**src/rtl/demux_pkg.sv**
```systemverilog
// demux_pkg: shared types and constants for the demux_router slice.
package demux_pkg;

    // Occupancy of one output slot.
    typedef enum logic {
        SLOT_EMPTY = 1'b0,
        SLOT_FULL  = 1'b1
    } slot_st_t;

    // Width of the out-of-range beat counter.
    localparam int ERR_CNT_W = 8;

    // Increment that sticks at the all-ones value instead of wrapping.
    function automatic logic [ERR_CNT_W-1:0] sat_inc(input logic [ERR_CNT_W-1:0] value);
        return (value == {ERR_CNT_W{1'b1}}) ? value : value + 1'b1;
    endfunction

endpackage

```
**src/rtl/demux_slot.sv**
```systemverilog
// demux_slot: one-entry registered output slot. Loads on 'load', drains when the
// consumer takes the beat, and can drain and reload in the same cycle.
module demux_slot
    import demux_pkg::*;
#(
    parameter int WIDTH = 8
) (
    input  logic             clk,
    input  logic             rst,
    input  logic             load,
    input  logic [WIDTH-1:0] load_data,
    input  logic             out_ready,
    output logic             full,
    output logic [WIDTH-1:0] data
);

    slot_st_t         state_reg, state_next;
    logic [WIDTH-1:0] data_reg, data_next;

    // State and payload registers; reset discards any held beat.
    always_ff @(posedge clk) begin
        if (rst) begin
            state_reg <= SLOT_EMPTY;
            data_reg  <= '0;
        end else begin
            state_reg <= state_next;
            data_reg  <= data_next;
        end
    end

    // Next state: a load always wins (fill or drain+refill), otherwise drain on ready.
    // The parent only asserts load when the slot is empty or draining this cycle.
    always_comb begin
        state_next = state_reg;
        data_next  = data_reg;
        case (state_reg)
            SLOT_EMPTY: begin
                if (load) begin
                    state_next = SLOT_FULL;
                    data_next  = load_data;
                end
            end
            SLOT_FULL: begin
                if (load) begin
                    data_next = load_data;
                end else if (out_ready) begin
                    state_next = SLOT_EMPTY;
                end
            end
            default: state_next = SLOT_EMPTY;
        endcase
    end

    assign full = (state_reg == SLOT_FULL);
    assign data = data_reg;

endmodule

```
**src/rtl/demux_router.sv**
```systemverilog
// demux_router: 1-to-N valid/ready demultiplexer with one registered slot per output.
// Optional feature macro: DEMUX_ERR_EN adds the err pulse and err_cnt counter for
// out-of-range selects; without it such beats are accepted and silently dropped.
module demux_router
    import demux_pkg::*;
#(
    parameter int WIDTH = 8,
    parameter int N_OUT = 4,
    parameter int SEL_W = $clog2(N_OUT)
) (
    input  logic                   clk,
    input  logic                   rst,
    input  logic                   in_valid,
    output logic                   in_ready,
    input  logic [WIDTH-1:0]       in_data,
    input  logic [SEL_W-1:0]       in_sel,
    output logic [N_OUT-1:0]       out_valid,
    input  logic [N_OUT-1:0]       out_ready,
    output logic [N_OUT*WIDTH-1:0] out_data
`ifdef DEMUX_ERR_EN
    ,
    output logic                   err,
    output logic [ERR_CNT_W-1:0]   err_cnt
`endif
);

    logic [N_OUT-1:0] slot_full;
    logic [N_OUT-1:0] slot_load;
    logic [N_OUT-1:0] slot_block;
    logic             xfer;

    // A transfer never captures while reset is held, even if in_ready is high.
    assign xfer     = in_valid && in_ready && !rst;
    // Only a full, non-draining target slot can stall the input; an out-of-range
    // select matches no slot and is therefore always accepted.
    assign in_ready = ~|slot_block;

    for (genvar gi = 0; gi < N_OUT; gi++) begin : g_slot
        assign slot_block[gi] = (in_sel == SEL_W'(gi)) && slot_full[gi] && !out_ready[gi];
        assign slot_load[gi]  = xfer && (in_sel == SEL_W'(gi));

        demux_slot #(
            .WIDTH (WIDTH)
        ) u_slot (
            .clk       (clk),
            .rst       (rst),
            .load      (slot_load[gi]),
            .load_data (in_data),
            .out_ready (out_ready[gi]),
            .full      (slot_full[gi]),
            .data      (out_data[gi*WIDTH +: WIDTH])
        );
    end

    assign out_valid = slot_full;

`ifdef DEMUX_ERR_EN
    localparam logic [SEL_W:0] N_OUT_L = (SEL_W+1)'(N_OUT);

    logic                 sel_in_range;
    logic                 err_reg;
    logic [ERR_CNT_W-1:0] err_cnt_reg;

    assign sel_in_range = ({1'b0, in_sel} < N_OUT_L);

    // One-cycle error pulse and saturating count for each dropped out-of-range beat.
    always_ff @(posedge clk) begin
        if (rst) begin
            err_reg     <= 1'b0;
            err_cnt_reg <= '0;
        end else begin
            err_reg <= xfer && !sel_in_range;
            if (xfer && !sel_in_range) begin
                err_cnt_reg <= sat_inc(err_cnt_reg);
            end
        end
    end

    assign err     = err_reg;
    assign err_cnt = err_cnt_reg;
`endif

endmodule

```
**config.mk**
```make
export PLATFORM = sky130hd
export DESIGN_NAME = demux_router
export DESIGN_NICKNAME = d
export VERILOG_FILES = /design/src/rtl/demux_pkg.sv /design/src/rtl/demux_slot.sv /design/src/rtl/demux_router.sv
export SDC_FILE = /design/constraint.sdc
export NUM_CORES = 1
export LEC_CHECK = 0
export ABC_AREA = 1
export ABC_CLOCK_PERIOD_IN_PS = 1690
export BUFFER_PORTS_ARGS = -buffer_cell sky130_fd_sc_hd__buf_2
export CAP_MARGIN = 20
export CORE_MARGIN = 2
export CORE_UTILIZATION = 51
export CTS_CLUSTER_DIAMETER = 100
export CTS_CLUSTER_SIZE = 12
export DETAILED_ROUTE_END_ITERATION = 16
export PLACE_DENSITY = 0.87
export SYNTH_ARGS = -nofsm -noshare
export SYNTH_HDL_FRONTEND = slang
export SYNTH_SLANG_ARGS = --single-unit
```
**constraint.sdc**
```tcl
create_clock -name clk -period 1.69 [get_ports clk]
set_input_delay 0.338 -clock clk [delete_from_list [all_inputs] [get_ports clk]]
set_output_delay 0.338 -clock clk [all_outputs]
set_load 0.05 [all_outputs]
```
==> results of run 1 <==
synthesized netlist by cell type, drive strengths merged:
master,instances,area [um^2]
nand4,32,200
nand2,71,267
buf,7,46.3
clkbuf,6,60.1
nor2,41,171
nand3,4,40.0
a21oi,4,20.0
dfxtp,36,721
inv,85,319
per-stage QoR:
stage	worst slack (ps)	hold slack, ps	area, um^2
floorplan	243	407	1840
global placement	164	495	2160
detailed placement	107	499	2160
CTS	1.13	231	2220
global route	15.4	225	2240
finish	90.8	239	2240
routing by layer:
| metal | up-vias | GRT usage (%) |
|---|---|---|
| met5 | - | 0 |
| met4 | 0 | 10.9 |
| met3 | 9 | 6.34 |
| met2 | 53 | 34.4 |
| met1 | 730 | 22.9 |
| li1 | 951 | - |
power by group through the flow:
stage | clock network (mW) | registers [mW] | logic [mW]
2_1_floorplan | 0 | 1.01 | 0.152
3_3_place_gp | 0 | 0.909 | 0.330
3_5_place_dp | 0 | 0.911 | 0.335
4_1_cts | 0.499 | 0.891 | 0.337
5_1_grt | 0.544 | 0.895 | 0.369
6_report | 0.480 | 0.891 | 0.340
layout make-up:
type	count	share of cell area (%)
sequential	36	32.2
multi-input combinational	152	31.6
timing repair buffer	63	16.7
inverter	85	14.2
tap	46	2.57
clock buffer	6	2.29
clock inverter	2	0.446
worst max-delay path, delay by kind of cell (launching register included):
kind                   cells  cell delay [ps]
flip-flops                 1              330
AND/OR/NAND/NOR            4              340
buffers and inverters      2              230
logic make-up (layout without fill, tap and decap cells):
family | Yosys count | count (layout) | share of synthesized area [%]
flops | 36 | 36 | 39.1
buf+inv | 98 | 156 | 23.1
simple gates | 148 | 148 | 36.8
compound gates | 4 | 4 | 1.09
timing repair:
| item | CTS | global route |
|---|---|---|
| hold buffers | 0 | 0 |
| pin swaps | 0 | 1 |
| resized for setup | 1 | 8 |
| endpoints found under the setup margin | 1 | 1 |
| buffers inserted | 0 | 0 |
cells in the final DEF, fill, tap and decap left out:
cell type / count
sky130_fd_sc_hd__nand2_1: 70
sky130_fd_sc_hd__clkbuf_4: 5
sky130_fd_sc_hd__nor2_4: 1
sky130_fd_sc_hd__buf_8: 1
sky130_fd_sc_hd__dfxtp_2: 1
sky130_fd_sc_hd__clkinv_2: 2
sky130_fd_sc_hd__a21oi_1: 4
sky130_fd_sc_hd__nand4_1: 32
sky130_fd_sc_hd__buf_4: 8
sky130_fd_sc_hd__clkbuf_8: 1
sky130_fd_sc_hd__buf_2: 52
sky130_fd_sc_hd__inv_1: 83
sky130_fd_sc_hd__inv_2: 2
sky130_fd_sc_hd__nand3_2: 4
sky130_fd_sc_hd__dfxtp_1: 35
sky130_fd_sc_hd__nor2_2: 7
sky130_fd_sc_hd__buf_12: 2
sky130_fd_sc_hd__nand2_2: 1
sky130_fd_sc_hd__nor2_1: 33
how the worst min path moves through the flow:
stage	startpoint	endpoint	slack [ps]	cells after the start
final	rst	g_slot[3].u_slot.full	240	2
after global routing	rst	g_slot[0].u_slot.full	220	2
after CTS	rst	g_slot[3].u_slot.full	230	2
after detailed placement	g_slot[1].u_slot.data[2]	g_slot[1].u_slot.data[2]	500	4
after global placement	g_slot[1].u_slot.data[3]	g_slot[1].u_slot.data[3]	500	4
after floorplan	rst	g_slot[0].u_slot.full	410	1
==> impl_results.md, run 1 <==
- Status: completed
- Number of H-tree branching levels: 2
- Clock-pin slew on the worst setup and hold paths: 110 ps
- Post-synthesis instance area: 1840 um^2
- Skew final: 15.0 ps
- Final worst path period need: 1600 ps
- Critical Path AT: 1260 ps
- Reg2Reg Capture Point: g_slot[0].u_slot.data[7]
- Routed wire length: 3920 um
- Worst Setup SP: g_slot[3].u_slot.full
- Final-layout setup total negative slack: 0 ps
- Type of destination of the critical path: output port
- Combinational cell fraction of total power: 19.9%
- Number of antenna violations at the first check in global routing: 0
- Startpoint of the most critical register-to-register path: g_slot[3].u_slot.full
- Number of register bits inferred by synthesis: 36
- Maximum ir drop on the vdd rail: 0.000462 V
- Half-perimeter wire length after placement: 2900 um
- CP max stage cell: sky130_fd_sc_hd__dfxtp_1
- Distinct cell type count after synthesis: 16
- Final core utilization: 65.7%
- Instance count after placement with tap cells included: 382
- Maximum buffer depth of the clock tree: 2
- Crit Path Max Fanout: 3
- Routability cong.: 0.791
- Fraction of layout instances using a drive strength above 1: 25.3%
- Amount of wire on met3 after detailed routing: 277 um
- Reg2reg path depth: 10
- Met2 layer wire length in the routed design: 1870 um
- Most used cell along the critical path: sky130_fd_sc_hd__nand2_1
- Startpoint kind of the worst setup timing path: flip-flop
- Switching power summed over all nets: 0.538 mW
- Longest individual stage delay on the worst path: 330 ps
- Die outline area: 4110 um^2
- Warning count from the yosys run: 0
- Setup-violating endpoint count in the final report: 0
- Pre-Repair DR Iteration Count: 4
- Number of violations reported at the end of detailed-routing iteration 0: 43
- Number of standard cells in the final layout excluding fillers: 390
- Number of flip-flops under the largest register name: 32
- Top layer reached by signal wires: met4
- Gate count after technology mapping: 286
- Post-Synthesis Mean Instance Area: 6.45 um^2
- Sequential share of power: 52.1%
- Boundary pin count: 54
- Floorplan die height: 64.1 um
- Detailed-route vias per instance: 4.47
- # Max-Cap Violations: 0
- Final Hold Fails: 0
- Switch share: 31.4%
- Crit path to: in_ready
- Met1 WL: 1680 um
- Area growth from synthesis to final layout: 21.6%
- Remaining antenna violation count after routing: 0
- Starting utilization of the core area: 54.0%
- Core outline area: 3420 um^2
- Power density normalized to cell area: 762 nW/um^2
- Clock latency at the later pin of the worst-skew pair: 350 ps
- Final Max Tran Viols: 0
- Total inserted antenna cells: 0
- TritonCTS Sinks: 36
- Final Net Count: 360
- Proportion of power drawn by the clock network: 28.0%
- Filler Cells Inserted: 334
- Clock tree from TritonCTS: done
- CP required: 1350 ps
- Area of combinational cells with multiple inputs: 708 um^2
- Routed wire length per instance: 10.1 um
- Number of buffers created by CTS: 5
- Remaining DRCs: 0
- First-pass GRT wire length: 6430 um
- Total power after layout: 1.71 mW
- Number of rows created at floorplan: 21
- Internal power: 1.17 mW
- Overflow left after global routing: 0
- Global-route usage over all layers: 20.4%
- Class of the tightest hold or removal check: in -> reg
- Ratio of final minimum period to clock period: 94.6%
- Overall die width: 64.1 um
- Largest net degree at the start of global routing: 37
- I/O Buffers: 53
- RSZ-0062 raised after global routing: no
- Routed via count: 1,743
- Sequential fraction of the synthesis area: 39.1%
- Leakage power: 1.26 nW
- Worst slew margin relative to its limit: 83.4%
- Post-Synthesis Net Count: 303
- Number of global-route vias before repair: 1,565
- Top achievable clock speed: 0.625 GHz
- Register-to-register setup slack: 250 ps
- Cell-by-cell listing of the critical path: inv_1 -> nor2_2 -> nand2_1 -> nand2_1 -> nor2_4 -> buf_8
- Total area of sequential cells: 722 um^2
- Startpoint-to-endpoint class of the critical path: reg -> out
- Least-Margin Pin Slew: 251 ps
- Cell at the root of the clock tree: sky130_fd_sc_hd__clkbuf_4
No activity file was read; power rests on OpenSTA's default activity.
==> run 2, diff against run 1 <==
--- a/config.mk
+++ b/config.mk
@@ -8,13 +8,14 @@
 export ABC_AREA = 1
 export ABC_CLOCK_PERIOD_IN_PS = 1690
 export BUFFER_PORTS_ARGS = -buffer_cell sky130_fd_sc_hd__buf_2
-export CAP_MARGIN = 20
+export CAP_MARGIN = 10
 export CORE_MARGIN = 2
-export CORE_UTILIZATION = 51
+export CORE_UTILIZATION = 46
 export CTS_CLUSTER_DIAMETER = 100
 export CTS_CLUSTER_SIZE = 12
 export DETAILED_ROUTE_END_ITERATION = 16
-export PLACE_DENSITY = 0.87
+export PLACE_DENSITY = 0.85
 export SYNTH_ARGS = -nofsm -noshare
 export SYNTH_HDL_FRONTEND = slang
+export SYNTH_HIERARCHICAL = 1
 export SYNTH_SLANG_ARGS = --single-unit
==> constraint.sdc (replaced) <==
create_clock -name clk -period 1.69 [get_ports clk]
set_input_delay 0.0845 -clock clk [delete_from_list [all_inputs] [get_ports clk]]
set_output_delay 0.0845 -clock clk [all_outputs]
set_load 0.05 [all_outputs]
==> run 2 against run 1 <==
Against the previous run:
- power down 8.8%
- routed wire length down 12%
- die area down 19%
- synthesized area down 28%
- worst hold slack worse by 220 ps
- clock skew down 6.5 ps
- register-to-register slack worse by 50 ps
==> impl_results.md, run 2 <==
- Clock tree from TritonCTS: done
- Class of the tightest hold or removal check: in -> reg
- Die outline area: 3350 um^2 (-19%)
- Longest individual stage delay on the worst path: 510 ps (+180 ps)
- Final-layout setup total negative slack: 0 ps (unchanged)
- Power density normalized to cell area: 899 nW/um^2 (+18%)
- Final Net Count: 263 (-27%)
- Maximum ir drop on the vdd rail: 0.000867 V (+88%)
- Instance count after placement with tap cells included: 268 (-30%)
- Internal power: 1.09 mW (-7.0%)
- Critical Path AT: 1810 ps (+550 ps)
- Remaining antenna violation count after routing: 0 (unchanged)
- Area growth from synthesis to final layout: 30.0%
- Setup-violating endpoint count in the final report: 0 (unchanged)
- Total power after layout: 1.56 mW (-8.8%)
- Total inserted antenna cells: 0 (unchanged)
- Crit Path Max Fanout: 5 (+2)
- Warning count from the yosys run: 6 (+6)
- Number of synthesized flops with an enable pin: 0 (unchanged)
- Proportion of power drawn by the clock network: 27.2% (-0.8 points)
- Least-Margin Pin Slew: 371 ps (+119 ps)
- Global-route usage over all layers: 21.8% (+1.4 points)
- Post-Synthesis Net Count: 197 (-35%)
- Number of buffers created by CTS: 5 (unchanged)
- Leakage power: 0.944 nW (-25%)
- TritonCTS Sinks: 36 (unchanged)
- Cell accounting for the most synthesized area: sky130_fd_sc_hd__dfxtp_1
- Startpoint kind of the worst setup timing path: input port
- Final core utilization: 62.9% (-2.7 points)
- Clock latency at the later pin of the worst-skew pair: 340 ps (about the same)
- Pre-Repair DR Iteration Count: 4 (unchanged)
- Remaining DRCs: 0 (unchanged)
- Sequential fraction of the synthesis area: 54.0% (+15 points)
- Cell at the root of the clock tree: sky130_fd_sc_hd__clkbuf_4
- Cell types with the largest area share after synthesis: sky130_fd_sc_hd__dfxtp_1 (54%), sky130_fd_sc_hd__nor2_1 (21%), sky130_fd_sc_hd__o21ai_0 (12%), sky130_fd_sc_hd__inv_1 (3.9%), sky130_fd_sc_hd__nand2_1 (3.4%)
- Type of destination of the critical path: flip-flop
- Post-cts resize count: 0 (-1)
- Worst-case hold slack: 14.1 ps (-225 ps)
- Worst slew margin relative to its limit: 75.2% (-8.2 points)
- Switch share: 30.2% (-1.3 points)
- First-pass GRT wire length: 5400 um (-16%)
- Number of H-tree branching levels: 2 (unchanged)
- Half-perimeter wire length after placement: 2490 um (-14%)
- Number of rows created at floorplan: 19 (-9.5%)
- Cell with the most instances after synthesis: sky130_fd_sc_hd__nor2_1
- CTS Hold Bufs: 2 (+2)
- Status: completed
- Floorplan die height: 57.9 um (-9.8%)
- Overall die width: 57.9 um (-9.8%)
- Number of standard cells in the final layout excluding fillers: 277 (-29%)
- Overflow left after global routing: 0 (unchanged)
- I/O Buffers: 53 (unchanged)
- RSZ-0062 raised after global routing: no
- CP max stage cell: sky130_fd_sc_hd__dlygate4sd3_1
- Starting utilization of the core area: 48.4% (-5.6 points)
- Skew final: 8.48 ps (-6.51 ps)
- Sequential share of power: 57.1% (+5.0 points)
- Filler Cells Inserted: 257 (-23%)
- Ratio of final minimum period to clock period: 90.4% (-4.2 points)
- Gate count after technology mapping: 180 (-37%)
- Startpoint-to-endpoint class of the critical path: in -> reg
- Cell-by-cell listing of the critical path: dlygate4sd3_1 -> buf_2 -> inv_1 -> nand2_1 -> nor2_1 -> nor2_2 -> nand3_2 -> nor2_1 -> buf_4 -> o21ai_0 -> nor2_1
- Routed via count: 1,382 (-21%)
- Synth top cells by count: sky130_fd_sc_hd__nor2_1 (73), sky130_fd_sc_hd__dfxtp_1 (36), sky130_fd_sc_hd__o21ai_0 (32), sky130_fd_sc_hd__inv_1 (14), sky130_fd_sc_hd__nand2_1 (12)
- Asr flop ratio synth: 0% (unchanged)
- Detailed-route vias per instance: 4.99 (+12%)
- CP required: 1970 ps (+620 ps)
- Number of global-route vias before repair: 1,157 (-26%)
- Routed wire length per instance: 12.5 um (+25%)
- Number of antenna violations at the first check in global routing: 0 (unchanged)
- Combinational cell fraction of total power: 15.8% (-4.1 points)
- Fraction of layout instances using a drive strength above 1: 30.5% (+5.2 points)
- Top achievable clock speed: 0.654 GHz (+4.6%)
- Most used cells in the layout excluding fill and tap cells: sky130_fd_sc_hd__nor2_1 (73), sky130_fd_sc_hd__buf_2 (53), sky130_fd_sc_hd__dfxtp_1 (36)
- Maximum buffer depth of the clock tree: 2 (unchanged)
- Clock-pin slew on the worst setup and hold paths: 100 ps (about the same)
- Routed wire length: 3470 um (-12%)
- Boundary pin count: 54 (unchanged)
- Number of setup buffers added after CTS: 0 (unchanged)
- Core outline area: 2760 um^2 (-19%)
- Ys flop type: sky130_fd_sc_hd__dfxtp_1
- Routability cong.: 0.789 (-0.28%)
- Final Hold Fails: 0 (unchanged)
- # Max-Cap Violations: 0 (unchanged)
- Largest net degree at the start of global routing: 11 (-70%)
- Final worst path period need: 1530 ps (-70.6 ps)
- Number of register bits inferred by synthesis: 36 (unchanged)
- Post-Synthesis Mean Instance Area: 7.42 um^2 (+15%)
- Yosys top cell area share: 54.0% (+15 points)
- Number of flip-flops under the largest register name: 32 (unchanged)
- Most used cell along the critical path: sky130_fd_sc_hd__nor2_1
- Register-to-register setup slack: 200 ps (-50 ps)
- Switching power summed over all nets: 0.471 mW (-13%)
- Most common library cell in the layout ignoring fill and taps: sky130_fd_sc_hd__nor2_1
- Number of violations reported at the end of detailed-routing iteration 0: 53 (+23%)
- Post-synthesis instance area: 1340 um^2 (-28%)
- Distinct cell type count after synthesis: 10 (-6)
- Final Max Tran Viols: 0 (unchanged)
==> run 2: final cells by class <==
class	instances	area (um^2)	share of cell area [%]
repair buffers	59	315	18.2
clock inverters	1	5.00	0.288
multi-input cells	125	543	31.3
flip-flops and latches	36	721	41.5
clock buffers	6	41.3	2.38
well taps	31	38.8	2.24
inverters	19	71.3	4.11
==> run 2: power by group through the flow <==
stage	combinational [mW]	clock [mW]	sequential, mW
after floorplan	0.0561	0	1.01
after global placement	0.238	0	0.909
after detailed placement	0.241	0	0.910
after CTS	0.245	0.432	0.890
after global routing	0.263	0.473	0.894
final	0.246	0.424	0.890
==> run 2: worst max-delay path, delay by kind of cell <==
kind                   cells  cell delay (ps)
AO/OA/AOI/OAI              1               90
buffers and inverters      4              860
AND/OR/NAND/NOR            6              780
==> run 2: worst paths after layout <==
kind / to / depth (start not counted) / start
min reg2reg: g_slot[3].u_slot/full / 2 / g_slot[3].u_slot/full
max: g_slot[0].u_slot/data[1] / 11 / out_ready[0]
max reg2reg: g_slot[0].u_slot/data[1] / 8 / g_slot[0].u_slot/full
min: g_slot[3].u_slot/full / 4 / out_ready[3]
==> run 2: cell families (layout without fill, tap and decap cells) <==
logic type             Yosys count  in the layout  synth area share [%]
buffers and inverters           19             85                  5.34
and+or+nand+nor                 89             89                  26.1
DFF                             36             36                  54.0
AOI/OAI and AO/OA               36             36                  14.6
==> run 2: metrics by stage <==
stage | setup WS [ps] | instance area, um^2
3_3_place_gp | 306 | 1670
4_1_cts | 186 | 1740
6_report | 161 | 1740
3_5_place_dp | 243 | 1670
2_1_floorplan | 150 | 1340
5_1_grt | 58.9 | 1740
==> run 2: layer usage <==
metal  routed length, um  GRT usage, %  share of wire [%]  vias to the layer above
li1                    -             -                  -                      692
met1                1590          30.1                 46                      629
met2                1540          31.3                 44                       54
met3                 269          6.92                7.8                        7
met4                  72          9.30                2.1                        0
met5                   0             0                  0                        -
